File: src/rtl/jesd_lpbk_pkg.sv
// Shared types and constants for the JESD loopback ramp checker.
package jesd_lpbk_pkg;

  typedef enum logic [1:0] {
    IDLE   = 2'd0,
    SEARCH = 2'd1,
    LOCKED = 2'd2
  } state_e;

  localparam int              LANE_W         = 16;
  localparam int              NUM_LANES      = 4;
  localparam logic [LANE_W-1:0] RAMP_STEP    = 16'd1;
  localparam int              LOCK_CNT_DEF   = 8;
  localparam int              UNLOCK_CNT_DEF = 4;

endpackage

File: src/rtl/jesd_lpbk_lane_cmp.sv
// Stage 2: registered per-lane compare of stage-1 samples against E (even lanes) / ~E (odd lanes).
module jesd_lpbk_lane_cmp
  import jesd_lpbk_pkg::*;
(
  input  logic                              rx_link_clk,
  input  logic                              rst,
  input  logic                              flush,
  input  logic                              in_valid,
  input  logic [NUM_LANES-1:0][LANE_W-1:0]  lanes,
  input  logic [LANE_W-1:0]                 exp_e,
  output logic                              out_valid,
  output logic [NUM_LANES-1:0]              out_mis,
  output logic [LANE_W-1:0]                 out_lane0
);

  logic                 valid_q, valid_d;
  logic [NUM_LANES-1:0] mis_q, mis_d;
  logic [LANE_W-1:0]    lane0_q, lane0_d;

  always_comb begin
    valid_d = in_valid && !flush;
    lane0_d = lanes[0];
    mis_d   = '0;
    for (int k = 0; k < NUM_LANES; k++) begin
      mis_d[k] = (lanes[k] != (((k % 2) == 0) ? exp_e : ~exp_e));
    end
  end

  always_ff @(posedge rx_link_clk) begin
    if (rst) begin
      valid_q <= 1'b0;
      mis_q   <= '0;
      lane0_q <= '0;
    end else begin
      valid_q <= valid_d;
      mis_q   <= mis_d;
      lane0_q <= lane0_d;
    end
  end

  assign out_valid = valid_q;
  assign out_mis   = mis_q;
  assign out_lane0 = lane0_q;

endmodule

File: config.mk
export PLATFORM = sky130hd
export DESIGN_NAME = jesd_lpbk_lane_cmp
export DESIGN_NICKNAME = d
export VERILOG_FILES = /design/src/rtl/jesd_lpbk_pkg.sv /design/src/rtl/jesd_lpbk_lane_cmp.sv
export SDC_FILE = /design/constraint.sdc
export NUM_CORES = 1
export LEC_CHECK = 0
export BUFFER_PORTS_ARGS = -buffer_cell sky130_fd_sc_hd__buf_4
export CAP_MARGIN = 40
export CORE_AREA = 8 8 66 68
export CTS_BUF_LIST = sky130_fd_sc_hd__clkbuf_2
export DETAILED_ROUTE_END_ITERATION = 16
export DIE_AREA = 0 0 74 76
export PLACE_DENSITY = 0.79
export SETUP_SLACK_MARGIN = 0.15
export SYNTH_ARGS = -nofsm -noshare
export SYNTH_HDL_FRONTEND = slang
export SYNTH_SLANG_ARGS = --single-unit
export TNS_END_PERCENT = 50
File: constraint.sdc
create_clock -name rx_link_clk -period 1.18 [get_ports rx_link_clk]
set_clock_uncertainty 0.1 [all_clocks]
set_input_delay 0.236 -clock rx_link_clk [delete_from_list [all_inputs] [get_ports rx_link_clk]]
set_output_delay 0.236 -clock rx_link_clk [all_outputs]
set_load 0.05 [all_outputs]
After elaboration in Yosys (flattened, before gate mapping)
Cells that the tools add are included.
{"block": "word_totals", "reg_bits": 21, "inputBits": 84, "output_inout_bits": 21}
{"block": "classes", "n_eq_ne": 4, "n_bitwise": 1, "n_reduce_logical": 2}
{"operator": "16-bit inequality test", "count": 4}
{"operator": "16-bit inverter", "count": 1}
{"operator": "1-bit logical AND", "count": 1}
{"operator": "1-bit zero test", "count": 1}

Longest topological paths before layout
{"block": "depth", "word_depth": 2, "depth_mapped": 4, "ltp_nobuf": 4}

Worst setup path before layout
OpenSTA, ideal clock, no wires.
{"block": "synth_timing", "path_kind": "input to register", "startpoint": "input port lanes[19] (netlist name)", "endpoint": "register mis_q[1], in the netlist out_mis[1]", "setup_ns": 0.128, "t_arrival_ns": 0.763, "path_slack_ns": 0.189, "stages": 4, "cell_sequence": "xor2_1 -> nand4_1 -> nor4_1 -> nor2_1"}
{"block": "synth_between", "elab_chain_cells": 1}
{"element": "start, declared", "line": "jesd_lpbk_lane_cmp.sv:9", "source": "input logic [NUM_LANES-1:0][LANE_W-1:0] lanes,"}
{"element": "16-bit inequality test", "line": "jesd_lpbk_lane_cmp.sv:25", "source": "mis_d[k] = (lanes[k] != (((k % 2) == 0) ? exp_e : ~exp_e));"}
{"element": "end signal, assigned", "line": "jesd_lpbk_lane_cmp.sv:36", "source": "mis_q <= mis_d;"}
{"element": "end, declared", "line": "jesd_lpbk_lane_cmp.sv:17", "source": "logic [NUM_LANES-1:0] mis_q, mis_d;"}
No other way between the ends.
A chain may end at the register's enable or synchronous reset.

Worst setup path after layout
{"block": "layout_timing", "startpoint": "register lane0_q[0], in the netlist out_lane0[0]", "endpoint": "output port out_lane0[0]"}
{"element": "start, declared", "line": "jesd_lpbk_lane_cmp.sv:18", "source": "logic [LANE_W-1:0] lane0_q, lane0_d;"}
{"element": "start signal, assigned", "line": "jesd_lpbk_lane_cmp.sv:37", "source": "lane0_q <= lane0_d;"}
{"element": "end, declared", "line": "jesd_lpbk_lane_cmp.sv:13", "source": "output logic [LANE_W-1:0] out_lane0"}
No word-level cell between the ends.

==> impl_metrics.yaml <==
hold_path:
  holdPathEnd: "out_lane0[2]"
  hp-start: "lanes[2]"
  holdCritPathClass: "in2reg"
  holdPathStages: 2
clock_tree:
  clkSinkCount: 21
  clockRootBuffer: "clkbuf_2"
  cts_inserted_buffers: 3
  cts_tree: "built"
  clk_path_buf_depth: 2
  clk_pin_slew_ps: 190
  cts_htree_levels: 1
timing:
  hold_viol_final: 0
  setup_viol: 0
  tightest_slew_ps: 382
  fmax_ghz: 0.857
  slew_headroom: 0.743
  layout_setup_ws_ps: 13.0
  fin_crit_sh: 0.989
  slew_viol_final: 0
  rsz0062_at_grt: "yes"
  period_minus_slack_ps: 1170
global_route:
  grt_overflow_total: 0
  busiest_layer: "met2"
  grt_util_met3: 0.0263
  gr-usage-met1: 0.150
  grt_max_degree: 22
  grt_pass1_vias: 1332
  grt_use_met2: 0.266
  grtUsageTotal: 0.142
  antenna_found_initial: 0
  grt_pass1_wl_mm: 6.25
run:
  drv.max_cap_violation_count: 0
cells_and_area:
  final_cell_mix: "buf_4, xor2_1, dfxtp_2"
  num-fill-cells: 298
  insertedDiodeCount: 0
  fin_util: 0.676
  mostFrequentLayoutCell: "buf_4"
  nets: 323
  syn_to_final_growth_pct: 88.7
  drive_gt1_frac: 0.576
  layoutNonFillerInstCount: 286
floorplan:
  core_area_um2: 3440
  die_h_um: 76
  initial_core_util: 0.358
  design.portCount: 105
  die_w_um: 74
  placementRows: 22
  die_area_um2: 5620
route:
  drt_iter0_markers: 8
  detail-route-antenna-nets: 0
  wl_mm: 4.21
  wl_per_cell_um: 14.7
  viasPerCell: 4.38
  drt_first_pass_iters: 3
  vias: 1254
  drc: 0
synth:
  syn_nets: 209
  yosysSeqAreaShare: 0.341
  synthesis.area_um2: 1230
  synthCells: 125
  syn_area_per_cell_um2: 9.86
  synth_seq_cells: 21
  synth_cell_types: 10
  yosysWarnings: 0
setup_path:
  crit_required_ps: 840
  path_cells: "buf_6"
  crit_path_top_delay_cell: "dfxtp_2"
  cp_max_fo: 1
  crit_family: "flip-flops"
  cp-end-kind: "output port"
  start_kind: "register"
  crit_arrival_ps: 830
  critPathMaxStageDelay_ps: 380
  critPathBufInv: 1
  path_class: "reg2out"
place:
  io_buffer_count: 104
  dp_slack_ps: -204
  dpl.hpwl_mm: 3.66
  gp_congestion: 0.859
  post-place-cells: 281
power_and_ir_drop:
  p_switching_w: 0.000580
  power.total_w: 0.00184
  p_seq_frac: 0.423
  swShare: 0.315
  intPower_w: 0.00126
  p_clk_frac: 0.160
  leakagePower_nw: 1.07
  ir_worst_vdd_mv: 0.329
  p_comb_frac: 0.417
  power.density_nw_per_um2: 791
outcome:
  outcome: "completed"
-- flip-flops by register name (all words and copies together), names as in the netlist --
register / cells
out_valid: 1
out_mis: 4
out_lane0: 16
-- cell type report --
cell class	instances	area [µm²]	area share
tap	48	60.1	0.0258
timing repair buffer	111	982	0.422
sequential	21	447	0.192
multi-input combinational	102	817	0.351
clock buffer	4	20.0	0.00861
-- synth_stat cells, drive strengths merged --
| library cell | instances | share of area |
|---|---|---|
| nor4 | 13 | 0.066 |
| nor2 | 1 | 0.0030 |
| nor3b | 1 | 0.0061 |
| nor2b | 16 | 0.081 |
| xnor2 | 16 | 0.11 |
| a41oi | 3 | 0.021 |
| xor2 | 48 | 0.34 |
| clkbuf | 2 | 0.0061 |
| dfxtp | 21 | 0.34 |
| nand4 | 4 | 0.020 |
-- power groups by stage --
stage | registers (W) | logic [W] | clock network (W)
floorplan | 0.000906 | 0.000197 | 0
global placement | 0.000771 | 0.000707 | 0
detailed placement | 0.000773 | 0.000713 | 0
CTS | 0.000771 | 0.000754 | 0.000295
global route | 0.000782 | 0.000819 | 0.000328
finish | 0.000778 | 0.000768 | 0.000295
-- cells by family (layout without fill, tap and decap cells) --
group	Yosys count	in the layout	synth area share
compound gates	3	3	0.0213
xor+xnor	64	64	0.455
simple gates	35	35	0.177
buf+inv	2	115	0.00609
flops	21	21	0.341
-- per-stage QoR --
step | hold slack [ps] | setup TNS, ps | instance area, µm²
final | 39.7 | 0 | 2330
after global routing | 14.4 | -298 | 2330
after CTS | 36.0 | 0 | 2270
after detailed placement | 301 | -552 | 2110
after global placement | 299 | -510 | 2110
after floorplan | 208 | 0 | 1230
-- layer usage --
layer | up-vias | wire [µm]
met5 | - | 0
met1 | 562 | 1520
met2 | 42 | 2410
met4 | 0 | 43
met3 | 4 | 241
li1 | 646 | -
-- worst max path at each step --
stage                  from           end  slack, ps  cells after the start
2_1_floorplan     lanes[19]    out_mis[1]        190                      4
3_3_place_gp       exp_e[1]    out_mis[3]       -190                      5
3_5_place_dp       exp_e[1]    out_mis[3]       -200                      5
4_1_cts        out_lane0[0]  out_lane0[0]          5                      1
5_1_grt        out_lane0[7]  out_lane0[7]        -30                      1
6_report       out_lane0[0]  out_lane0[0]         10                      1
-- repair_timing --
action / in CTS / in global routing
setup buffers: 0 / 0
gates resized for setup: 41 / 21
setup endpoints to repair: 22 / 22
hold buffers: 1 / 0
pin swaps: 0 / 0
hold endpoints to repair: 1 / 0
No activity file was read; power rests on OpenSTA's default activity.
